--- src/rtl/automat_pkg.sv ---
// Shared coin/change codes, FSM state encodings and coin valuation for the vending controller.
// Credit is counted in 5-unit steps throughout.
package automat_pkg;

  localparam logic [1:0] M0  = 2'b00;
  localparam logic [1:0] M5  = 2'b01;
  localparam logic [1:0] B10 = 2'b10;
  localparam logic [1:0] B50 = 2'b11;

  localparam logic [1:0] REST_NONE = 2'b00;
  localparam logic [1:0] REST_5    = 2'b01;
  localparam logic [1:0] REST_10   = 2'b10;

  localparam logic [1:0] ST_IDLE   = 2'b00;
  localparam logic [1:0] ST_VEND   = 2'b01;
  localparam logic [1:0] ST_CHANGE = 2'b10;

  function automatic logic [3:0] coin_value(input logic [1:0] code);
    case (code)
      M5:      return 4'd1;
      B10:     return 4'd2;
      B50:     return 4'd10;
      default: return 4'd0;
    endcase
  endfunction

endpackage

--- src/rtl/automat_change.sv ---
// Greedy change down-counter: loaded with the remaining credit, pays one 10 (or final 5) per step.
// rest is registered; done flags the step that empties the counter.
module automat_change
  import automat_pkg::*;
#(
  parameter int CREDIT_W = 5
) (
  input  logic                clk,
  input  logic                reset,
  input  logic                load,
  input  logic [CREDIT_W-1:0] load_val,
  input  logic                step,
  output logic [1:0]          rest,
  output logic                done
);

  logic [CREDIT_W-1:0] cnt;
  logic [CREDIT_W-1:0] cnt_next;
  logic [1:0]          coin;

  always_comb begin
    coin     = REST_NONE;
    cnt_next = cnt;
    if (cnt >= CREDIT_W'(2)) begin
      coin     = REST_10;
      cnt_next = cnt - CREDIT_W'(2);
    end else if (cnt != '0) begin
      coin     = REST_5;
      cnt_next = cnt - CREDIT_W'(1);
    end
  end

  // An empty counter also reports done so the FSM can never stall in CHANGE.
  assign done = step && (cnt_next == '0);

  always_ff @(posedge clk) begin
    if (reset) begin
      cnt  <= '0;
      rest <= REST_NONE;
    end else if (load) begin
      cnt  <= load_val;
      rest <= REST_NONE;
    end else if (step) begin
      cnt  <= cnt_next;
      rest <= coin;
    end else begin
      rest <= REST_NONE;
    end
  end

endmodule

--- src/rtl/automat_multi.sv ---
// Multi-product coin vending FSM (IDLE/VEND/CHANGE); coins offered while busy are rejected.
// Optional refund-on-cancel path is built when AUTOMAT_MULTI_CANCEL_EN is defined.
module automat_multi
  import automat_pkg::*;
#(
  parameter int                        NPROD    = 2,
  parameter int                        CREDIT_W = 5,
  parameter logic [NPROD*CREDIT_W-1:0] PRICES   = {5'd6, 5'd4},
  parameter int                        SEL_W    = (NPROD > 1) ? $clog2(NPROD) : 1
) (
  input  logic             clk,
  input  logic             reset,
  input  logic [1:0]       bani,
  input  logic [SEL_W-1:0] sel,
  input  logic             cancel,
  output logic [NPROD-1:0] vend,
  output logic [1:0]       rest,
  output logic             coin_rej,
  output logic             busy
);

  logic [1:0]          state;
  logic [CREDIT_W-1:0] credit;
  logic [SEL_W-1:0]    sel_q;
  logic [CREDIT_W-1:0] sum;
  logic [SEL_W-1:0]    sel_raw;
  logic [SEL_W-1:0]    sel_idx;
  logic [CREDIT_W-1:0] price_eff;
  logic [NPROD-1:0]    vend_hot;
  logic                cancel_hit;
  logic                chg_load;
  logic [CREDIT_W-1:0] chg_val;
  logic                chg_done;

  assign sum     = credit + CREDIT_W'(coin_value(bani));
  assign sel_raw = (credit == '0) ? sel : sel_q;
  assign sel_idx = (32'(sel_raw) < NPROD) ? sel_raw : '0;

  always_comb begin
    price_eff = '0;
    vend_hot  = '0;
    for (int i = 0; i < NPROD; i++) begin
      if (sel_idx == SEL_W'(i)) begin
        price_eff   = PRICES[i*CREDIT_W +: CREDIT_W];
        vend_hot[i] = 1'b1;
      end
    end
  end

`ifdef AUTOMAT_MULTI_CANCEL_EN
  assign cancel_hit = cancel && (sum != '0);
`else
  logic unused_cancel;
  assign unused_cancel = cancel;
  assign cancel_hit    = 1'b0;
`endif

  // The vended price is taken off in IDLE, so in VEND credit already holds the change owed.
  assign chg_load = ((state == ST_IDLE) && cancel_hit) ||
                    ((state == ST_VEND) && (credit != '0));
  assign chg_val  = (state == ST_IDLE) ? sum : credit;

  automat_change #(.CREDIT_W(CREDIT_W)) u_change (
    .clk      (clk),
    .reset    (reset),
    .load     (chg_load),
    .load_val (chg_val),
    .step     (state == ST_CHANGE),
    .rest     (rest),
    .done     (chg_done)
  );

  always_ff @(posedge clk) begin
    if (reset) begin
      state    <= ST_IDLE;
      credit   <= '0;
      sel_q    <= '0;
      vend     <= '0;
      coin_rej <= 1'b0;
      busy     <= 1'b0;
    end else begin
      vend     <= '0;
      coin_rej <= (state != ST_IDLE) && (bani != M0);
      case (state)
        ST_IDLE: begin
          if ((credit == '0) && (bani != M0)) sel_q <= sel;
          if (cancel_hit) begin
            credit <= '0;
            state  <= ST_CHANGE;
            busy   <= 1'b1;
          end else if (sum >= price_eff) begin
            credit <= sum - price_eff;
            state  <= ST_VEND;
            vend   <= vend_hot;
            busy   <= 1'b1;
          end else begin
            credit <= sum;
          end
        end
        ST_VEND: begin
          credit <= '0;
          if (credit == '0) begin
            state <= ST_IDLE;
            busy  <= 1'b0;
          end else begin
            state <= ST_CHANGE;
          end
        end
        ST_CHANGE: begin
          if (chg_done) begin
            state <= ST_IDLE;
            busy  <= 1'b0;
          end
        end
        default: begin
          state <= ST_IDLE;
          busy  <= 1'b0;
        end
      endcase
    end
  end

endmodule

--- config.mk ---
export PLATFORM = sky130hd
export DESIGN_NAME = automat_multi
export DESIGN_NICKNAME = d
export VERILOG_FILES = /design/src/rtl/automat_pkg.sv /design/src/rtl/automat_change.sv /design/src/rtl/automat_multi.sv
export SDC_FILE = /design/constraint.sdc
export NUM_CORES = 1
export LEC_CHECK = 0
export ABC_AREA = 1
export CORE_ASPECT_RATIO = 0.8
export CORE_MARGIN = 8
export CORE_UTILIZATION = 32
export CTS_CLUSTER_DIAMETER = 120
export DETAILED_ROUTE_END_ITERATION = 8
export SYNTH_ARGS = -nofsm -noshare
export SYNTH_HDL_FRONTEND = slang
export SYNTH_HIERARCHICAL = 1
export SYNTH_SLANG_ARGS = --single-unit
--- constraint.sdc ---
create_clock -name clk -period 5.5 [get_ports clk]
set_input_delay 1.1 -clock clk [delete_from_list [all_inputs] [get_ports clk]]
set_output_delay 1.1 -clock clk [all_outputs]
set_load 0.01 [all_outputs]
==> results.ini, run 1 <==
[run_status]
status=completed

[cts]
ctsHtreeMaxLevel=1
clk_path_buf_depth=2
clockRootBuffer=clkbuf_8
cts_tree=done
numCtsBuffers=3
ctsResizeCount=0
cts_hold_buffers=0
clk_latency_ps=260
post_cts_buffers=0
cts_sinks=19
path_clk_slew_ps=70

[die]
design.portCount=12
num_rows=22
initial_utilization=0.3232
dieWidth_um=91.04
die_height_um=76.03
die_area_um2=6921
coreArea_um2=4459

[detailed_routing]
drt-total-wl_um=3103
num_vias=1318
route.detailed.drc=0
wl_per_cell_um=10.81
viasPerCell=4.592
drt_iter0_markers=99
drt-pass1-iter-count=4
final_antenna_net_count=0

[timing]
slew_violations=0
clock.fmax_mhz=291.0
hold_violations=0
relSlewSlack=0.4736
fin_crit_ps=3436
fin_setup_tns_ps=0
worst_slew_pin_slew_ps=786.8
post-route-period-util=0.6248
fin_skew_ps=3.327
rsz0062_at_grt=no
setup_viol=0

[synthesis]
synth_warnings=6
syn_avg_cell_area_um2=6.704
synthesis.area_um2=1441
synth_seq_cells=19
synth_nets=232
synth_cells=215
synth.distinct_cells=25
ys_seq_area_frac=0.2639

[power_and_ir_drop]
p_clk_frac=0.084
switching_power_uw=603.5
swShare=0.5308
p_comb_frac=0.719
cellPowerDensity_nw_per_um2=687.4
peakVddDrop_v=0.0002157
leakage_uw=0.0008010
p_int_uw=533.5
p_seq_frac=0.197

[placement]
detailed_place_hpwl_um=2535
io_buffer_count=10
gp_congestion=0.8311

[hold_path]
whs_endpoint=busy
min_from=busy
hold_class=flop to flop
min_path_cells=2

[critical_path]
arrival_ps=3580
rrSetupSlack_ps=3150
worstPathRequired_ps=5650
critPathLaunchType=input port
r2r_end=credit[3]
r2r-start=credit[0]
path_class=input port to flop
crit_fanout=5
endpoint_kind=flop
reg2reg_depth=12

[grt]
grt-ovfl-total=0
antenna_found_initial=0
grtUsageTotal=0.09415
grt_max_degree=15
grt_pass1_vias=1188
grt_pass1_wl_um=5485

[finish]
diodes=0
area_growth_pct=14.76
nets=245
fin_util=0.3709
final_layout_size_suffix_gt1_frac=0.1498

[job]
maxCapViolCount=0

[critical path, cell delays in order]
cell and delay [ps]:
clkdlybuf4s50_1 500, inv_1 50, nor2_1 90, ha_1 180, inv_1 50, fa_1 500, ha_1 190, inv_1 50
ha_1 200, inv_1 100, nand3_4 80, nor2_4 200, nor2_2 50, nand2_1 140, o21bai_1 90
[how the worst max path moves through the flow]
stage	slack [ps]	startpoint	cells after the start	end
global placement	1830	bani[0]	15	credit[3]
global route	1830	bani[0]	17	credit[3]
detailed placement	1780	bani[0]	15	credit[3]
finish	2060	bani[0]	15	credit[3]
floorplan	2580	bani[0]	14	credit[3]
CTS	2060	bani[0]	15	credit[3]
[cell families (layout without fill, tap and decap cells)]
group | Yosys count | count (layout) | synth area share
AND/OR/NAND/NOR | 124 | 124 | 0.4314
buffers and inverters | 35 | 47 | 0.09201
AO/OA/AOI/OAI | 22 | 22 | 0.08767
flip-flops | 19 | 19 | 0.2639
adder cells (fa/ha/maj) | 11 | 11 | 0.1007
XOR/XNOR | 4 | 4 | 0.02430
[per-stage QoR]
| step | cell area, um^2 | instances | hold WS [ps] | total power (uW) | worst slack, ps |
|---|---|---|---|---|---|
| after floorplan | 1441 | 215 | 429.3 | 879.6 | 2579 |
| after global placement | 1608 | 283 | 449.5 | 1037 | 1825 |
| after detailed placement | 1608 | 283 | 452.6 | 1040 | 1780 |
| after CTS | 1654 | 287 | 465.0 | 1139 | 2055 |
| after global routing | 1654 | 287 | 493.0 | 1261 | 1827 |
| final | 1654 | 287 | 467.8 | 1137 | 2064 |
[area by class of cell]
cell class	count	area, um^2
Sequential cell	19	380.4
Tap cell	60	75.07
Multi-Input combinational cell	161	928.4
Fill cell	495	2805
Clock buffer	3	41.29
Timing Repair Buffer	10	100.1
Inverter	33	123.9
Clock inverter	1	5.005
[power by group through the flow]
stage | clock network (uW) | logic (uW) | registers, uW
after global routing | 106 | 924 | 232
after CTS | 98.8 | 816 | 225
after global placement | 0 | 809 | 227
after detailed placement | 0 | 813 | 228
after floorplan | 0 | 658 | 222
final | 95.8 | 818 | 223
[cell usage in the layout, fill, tap and decap left out, types with 5 or more instances in the layout]
cell type	count
clkdlybuf4s50_1	10
nor2_2	7
a22oi_1	5
nor2_1	19
dfxtp_1	19
inv_1	30
ha_1	10
nand2_1	56
o21ai_0	9
nand2_2	9
nand3_1	19
[cell usage after synthesis, drive strengths merged]
master | instances | area, um^2
inv | 33 | 123.9
dfxtp | 19 | 380.4
a21oi | 3 | 15.01
o22ai | 1 | 6.260
ha | 10 | 125.1
nor3 | 4 | 31.28
clkbuf | 1 | 3.750
nor2 | 29 | 148.9
o21bai | 1 | 7.510
nand3 | 24 | 152.7
xor2 | 4 | 35.03
nand2 | 67 | 289.0
buf | 1 | 5.000
a22oi | 5 | 37.54
fa | 1 | 20.02
o21ai | 12 | 60.05
[per-layer routing]
layer  track usage  vias to the layer above  part of all wire
li1              -                      702                 -
met1        0.1348                      587              0.53
met5             0                        -                 0
met4       0.01468                        0            0.0045
met3       0.03740                        3             0.060
met2        0.1288                       26              0.41
[state kept, by name, indices dropped and copies added, names as in the netlist]
name,count
credit,5
u_change/cnt,5
state,2
u_change/rest,2
vend,2
busy,1
coin_rej,1
sel_q,1
Power figures use the tool's default switching activity.
==> inputs of run 2 (changes only) <==
Clock period 5.5 ns to 3.4 ns, I/O delays scaled along.
==> run 2 against run 1 <==
Wire length decreased by 2.0%. Sequential cell count unchanged. Clock skew increased by 3.8 ps. Critical path type unchanged. Largest cell class unchanged. Highest routed layer unchanged.
==> results.ini, run 2 (same netlist as run 1, synthesis figures left out) <==
[run_status]
status=completed

[die]
die_area_um2=6921  ; unchanged
dieWidth_um=91.04  ; unchanged
coreArea_um2=4459  ; unchanged
die_height_um=76.03  ; unchanged
design.portCount=12  ; unchanged
num_rows=22  ; unchanged
initial_utilization=0.3232  ; unchanged

[timing]
hold_violations=0  ; unchanged
clock.fmax_mhz=331.9
rsz0062_at_grt=no
relSlewSlack=0.5005  ; +0.02690
slew_violations=0  ; unchanged
fin_setup_tns_ps=0  ; unchanged
timing.final.ws_setup_ps=387.1  ; -1676 ps
post-route-period-util=0.8862
worst_slew_pin_slew_ps=746.6  ; -40.20 ps
setup_viol=0  ; unchanged
fin_skew_ps=7.166  ; +3.838 ps
fin_crit_ps=3013

[placement]
post-place-ws_ps=115.3  ; -1665 ps
detailed_place_hpwl_um=2499  ; -1.4%
gp_congestion=0.8239  ; -0.87%
io_buffer_count=10  ; unchanged
place_area_um2=1615  ; +0.47%
post-place-cells=284  ; +0.35%

[cts]
clk_path_buf_depth=2  ; unchanged
cts_hold_buffers=0  ; unchanged
ctsResizeCount=0  ; unchanged
clockRootBuffer=clkbuf_8
cts_sinks=19  ; unchanged
clk_latency_ps=260  ; about the same
post_cts_buffers=0  ; unchanged
path_clk_slew_ps=70  ; about the same
ctsHtreeMaxLevel=1  ; unchanged
cts_tree=done
numCtsBuffers=3  ; unchanged

[detailed_routing]
drt_iter0_markers=98  ; -1.0%
final_antenna_net_count=0  ; unchanged
drt-pass1-iter-count=4  ; unchanged
num_vias=1313  ; -0.38%
viasPerCell=4.559  ; -0.73%
wl_per_cell_um=10.56  ; -2.4%
route.detailed.drc=0  ; unchanged
drt-total-wl_um=3040  ; -2.0%

[power_and_ir_drop]
swShare=0.5289  ; -0.001962
p_comb_frac=0.716  ; -0.003
p_clk_frac=0.085  ; about the same
p_total_uw=1830  ; +61%
p_seq_frac=0.199  ; +0.002
peakVddDrop_v=0.0003251  ; +51%
switching_power_uw=967.6  ; +60%
p_int_uw=862.0  ; +62%
cellPowerDensity_nw_per_um2=1101  ; +60%
leakage_uw=0.0008058  ; +0.60%

[hold_path]
hold_class=flop to flop

[job]
maxCapViolCount=0  ; unchanged

[critical_path]
critPathLaunchType=input port
worstPathRequired_ps=3550  ; -2100 ps
worst_path_most_repeated_cell=inv_1
endpoint_kind=flop
critPathLaunch=bani[0]
critPathSlowestCell=fa_1
path_cells=clkdlybuf4s50_1 > inv_1 > nor2_1 > ha_1 > inv_1 > fa_1 > ha_1 > inv_1 > ha_1 > inv_1 > nand3_4 > nor2_4 > nor2_2 > nand2_1 > o21bai_1
crit_fanout=5  ; unchanged
arrival_ps=3170  ; -410 ps
path_class=input port to flop
cpPeakStageDelay_ps=500  ; about the same
r2r_end=credit[3]
r2r-start=credit[0]
reg2reg_depth=12  ; unchanged
rrSetupSlack_ps=1090  ; -2060 ps
crit_end=credit[3]

[finish]
final_layout_size_suffix_gt1_frac=0.1535  ; +0.003729
fin_cells=288  ; +0.35%
final_common_cell=nand2_1
reg.largest.list=credit x5, u_change/cnt x5
seq_area_um2=380.4  ; unchanged
fillers=484  ; -2.2%
multiInputGateArea_um2=928.4  ; unchanged
fin_area_um2=1662  ; +0.45%
diodes=0  ; unchanged
nets=246  ; +0.41%
final_cell_mix=nand2_1 (56), inv_1 (30), nand3_1 (19), nor2_1 (19), dfxtp_1 (19)
area_growth_pct=15.28

[grt]
grtUsageTotal=0.09513  ; +0.0009844
antenna_found_initial=0  ; unchanged
grt_pass1_wl_um=5561  ; +1.4%
grt_pass1_vias=1238  ; +4.2%
grt_max_degree=15  ; unchanged
grt-ovfl-total=0  ; unchanged

run 2: changes by cell type in the layout (fill, tap and decap cells not counted), sizes merged:
cell / delta
buf: +1
run 2: how the worst min path moves through the flow:
stage / startpoint / end / slack, ps / cells after the start
6_report: sel_q / sel_q / 460 / 2
5_1_grt: sel_q / sel_q / 500 / 2
4_1_cts: sel_q / sel_q / 460 / 2
3_5_place_dp: sel_q / sel_q / 450 / 2
3_3_place_gp: sel_q / sel_q / 450 / 2
2_1_floorplan: sel_q / sel_q / 430 / 2
run 2: area by class of cell:
class                   count  area share
repair buffers             11     0.06476
clock inverters             1    0.003012
well taps                  60     0.04518
multi-input cells         161      0.5587
clock buffers               3     0.02485
inverters                  33     0.07455
flip-flops and latches     19      0.2289
run 2: metrics by stage:
step / utilization / hold slack, ps
2_1_floorplan: - / 429.3
3_3_place_gp: 0.3622 / 449.1
3_5_place_dp: 0.3622 / 452.2
4_1_cts: 0.3726 / 463.9
5_1_grt: 0.3726 / 495.7
6_report: 0.3726 / 462.4
run 2: critical path, delay by kind of cell:
family | cells | cell delay, ps
compound gates | 1 | 80
fa+ha+maj | 4 | 1080
buf+inv | 5 | 730
simple gates | 5 | 580
run 2: per-layer routing:
| metal | routed length [um] | vias to the layer above | share of wire | track usage |
|---|---|---|---|---|
| met2 | 1246 | 30 | 0.41 | 0.1440 |
| met4 | 14 | 0 | 0.0046 | 0.01468 |
| met3 | 186 | 2 | 0.061 | 0.03740 |
| met5 | 0 | - | 0 | 0 |
| met1 | 1593 | 578 | 0.52 | 0.1255 |
| li1 | - | 703 | - | - |
run 2: power groups by stage:
| stage | logic (uW) | registers (uW) | clock network (uW) |
|---|---|---|---|
| 2_1_floorplan | 1060 | 358 | 0 |
| 3_3_place_gp | 1300 | 369 | 0 |
| 3_5_place_dp | 1310 | 368 | 0 |
| 4_1_cts | 1320 | 363 | 159 |
| 5_1_grt | 1500 | 375 | 169 |
| 6_report | 1310 | 364 | 155 |
==> inputs of run 3 (changes only) <==
Settings changed: ABC_AREA 1 to unset.
==> run 3 against run 2 <==
Setup slack got worse by 150 ps. Critical path depth fell by 3. Combinational power fell by 15%. Non-clock buffer count rose by 10. Power fell by 8.7%. Sequential cell count did not move. Sequential power rose by 9.9%. Largest cell class unchanged. Largest power group unchanged.
==> results.ini, run 3 <==
[power_and_ir_drop]
peakVddDrop_v=0.0002626  ; -19%
p_int_uw=911.2  ; +5.7%
p_clk_frac=0.093  ; +0.008
p_total_uw=1671  ; -8.7%
p_seq_frac=0.239  ; +0.040
leakage_uw=0.0006864  ; -15%
switching_power_uw=759.6  ; -21%
swShare=0.4546  ; -0.07423
p_comb_frac=0.668  ; -0.048
cellPowerDensity_nw_per_um2=1003  ; -8.9%

[synthesis]
syn_avg_cell_area_um2=8.538  ; +27%
synth_top_area_share=0.2700  ; +0.006093
synth_warnings=6  ; unchanged
synth_edf_count=0  ; unchanged
ys.flop_type=dfxtp_1
synth_common_cells=dfxtp_1 (19), nor2_1 (16), nand2_1 (14), inv_1 (13), ha_1 (10)
ys_seq_area_frac=0.2700  ; +0.006093
synth_area_leaders=dfxtp_1 (27%), ha_1 (8.9%), nor2_1 (4.3%), nand2_1 (3.7%), inv_1 (3.5%)
synth.distinct_cells=50  ; +100%
synth_nets=182  ; -22%
synth.most_common_cell=dfxtp_1
synth_area_leader_cell=dfxtp_1
ys_async_sr_fraction=0  ; unchanged
synthesis.area_um2=1409  ; -2.3%
synth_seq_cells=19  ; unchanged
synth_cells=165  ; -23%

[timing]
clock.fmax_mhz=316.2  ; -4.7%
hold_violations=0  ; unchanged
post-route-period-util=0.9301  ; +0.04398
worst_slew_pin_slew_ps=773.9  ; +27.36 ps
relSlewSlack=0.4801  ; -0.02037
fin_crit_ps=3162  ; +149.5 ps
rsz0062_at_grt=no
setup_viol=0  ; unchanged
slew_violations=0  ; unchanged
fin_setup_tns_ps=0  ; unchanged
fin_skew_ps=0.7118  ; -6.454 ps

[run_status]
status=completed

[cts]
cts_tree=done
cts_hold_buffers=0  ; unchanged
ctsResizeCount=0  ; unchanged
clk_latency_ps=250  ; about the same
clk_path_buf_depth=2  ; unchanged
clockRootBuffer=clkbuf_8
cts_sinks=19  ; unchanged
path_clk_slew_ps=70  ; about the same
ctsHtreeMaxLevel=1  ; unchanged
post_cts_buffers=0  ; unchanged
numCtsBuffers=3  ; unchanged

[critical_path]
critPathLaunchType=input port
path_class=input port to flop
worst_path_most_repeated_cell=ha_1
critPathSlowestCell=fa_1
worstPathRequired_ps=3550  ; about the same
crit_family=adder cells
endpoint_kind=flop
path_cells=clkdlybuf4s50_1 > nor2b_1 > ha_1 > inv_1 > fa_1 > ha_1 > inv_1 > ha_1 > a31oi_2 > nand3b_4 > mux2_4 > a22o_1
arrival_ps=3310  ; +140 ps
cp.buffers_inverters=3  ; -2
worst-path-stages=12  ; -3
reg2reg_depth=8  ; -4
cpPeakStageDelay_ps=500  ; about the same
crit_fanout=2  ; -3

[hold_path]
hold_class=flop to flop
min_path_cells=2  ; unchanged

[detailed_routing]
num_vias=1203  ; -8.4%
wl_met2_um=1185  ; -4.9%
drt-total-wl_um=3150  ; +3.6%
viasPerCell=5.013  ; +9.9%
drt-pass1-iter-count=4  ; unchanged
final_antenna_net_count=0  ; unchanged
routed-wl-met3_um=193  ; +3.8%
highest_layer=met4
wl_per_cell_um=13.13  ; +24%
wl_met1_um=1760  ; +10%
route.detailed.drc=0  ; unchanged
drt_iter0_markers=106  ; +8.2%

[grt]
grt_pass1_wl_um=5388  ; -3.1%
grt_max_degree=15  ; unchanged
grt_pass1_vias=1106  ; -11%
grtUsageTotal=0.09709  ; +0.001954
antenna_found_initial=0  ; unchanged
grt-ovfl-total=0  ; unchanged

[finish]
area_growth_pct=18.21
final_cell_mix=dfxtp_1 (19), nor2_1 (16), nand2_1 (14), inv_1 (13), buf_4 (11)
seq_area_um2=380.4  ; unchanged
reg.largest.list=credit x5, u_change/cnt x5
multiInputGateArea_um2=935.9  ; +0.81%
final_layout_size_suffix_gt1_frac=0.1421  ; -0.01143
diodes=0  ; unchanged
final_common_cell=dfxtp_1
nets=201  ; -18%
fillers=436  ; -9.9%
fin_area_um2=1665  ; +0.23%
fin_cells=240  ; -17%

[placement]
place_area_um2=1619  ; +0.23%
gp_congestion=0.8217  ; -0.27%
io_buffer_count=10  ; unchanged
detailed_place_hpwl_um=2462  ; -1.5%
post-place-cells=236  ; -17%

[die]
design.portCount=12  ; unchanged
die_height_um=75.35  ; -0.90%
dieWidth_um=90.19  ; -0.93%
initial_utilization=0.3351  ; +0.01189
coreArea_um2=4204  ; -5.7%
die_area_um2=6795  ; -1.8%
num_rows=21  ; -4.5%

[job]
maxCapViolCount=0  ; unchanged

==> run 3: cell types whose count changed in the layout (fill, tap and decap cells not counted), moves of 5 or more <==
cell     previous run  this run
nand2_1            56        14
inv_1              30        13
nand3_1            19         2
buf_4               1        11
nand2_2             9         0
nor2_2              7         0
nor2b_1             0         6
a21oi_1             3         8
==> run 3: layout make-up <==
type / count / share of cell area
clock buffers: 3 / 0.02479
clock inverters: 1 / 0.003005
inverters: 13 / 0.02930
multi-input cells: 126 / 0.5620
flip-flops and latches: 19 / 0.2284
well taps: 57 / 0.04282
repair buffers: 21 / 0.1097
==> run 3: cells by family (layout without fill, tap and decap cells) <==
logic type | count (synthesis) | in the layout | share of synthesized area
and+or+nand+nor | 64 | 64 | 0.2576
AOI/OAI and AO/OA | 39 | 39 | 0.2185
buffers and inverters | 20 | 38 | 0.06572
DFF | 19 | 19 | 0.2700
adders and majority gates | 11 | 11 | 0.1030
xor gates and xnor gates | 6 | 6 | 0.03730
muxes | 6 | 6 | 0.04795
==> run 3: per-stage QoR <==
step	utilization	hold WS [ps]	worst slack, ps
final	0.3961	493.3	237.5
after global routing	0.3961	543.4	60.97
after CTS	0.3961	494.6	238.3
after detailed placement	0.3851	483.2	-36.27
after global placement	0.3851	470.0	18.18
after floorplan	-	457.5	516.3
==> run 3: worst paths after layout <==
check | from | end | slack, ps
max | bani[0] | credit[2] | 240
min | busy | busy | 490
max reg2reg | credit[1] | credit[2] | 550
min reg2reg | busy | busy | 490
==> run 3: metal layers <==
| metal | GRT usage | vias up |
|---|---|---|
| li1 | - | 623 |
| met4 | 0.01103 | 0 |
| met5 | 0 | - |
| met2 | 0.1327 | 24 |
| met1 | 0.1433 | 554 |
| met3 | 0.03346 | 2 |
==> run 3: power groups by stage <==
stage	logic (uW)	clock network [uW]	registers, uW
4_1_cts	1110	161	399
2_1_floorplan	875	0	360
5_1_grt	1240	174	415
6_report	1120	156	400
3_5_place_dp	1100	0	404
3_3_place_gp	1090	0	405
==> run 3: worst min-delay path, stage by stage (launching register included) <==
cell and delay (ps):
dfxtp_1 310, o21ai_0 70, a21oi_1 60
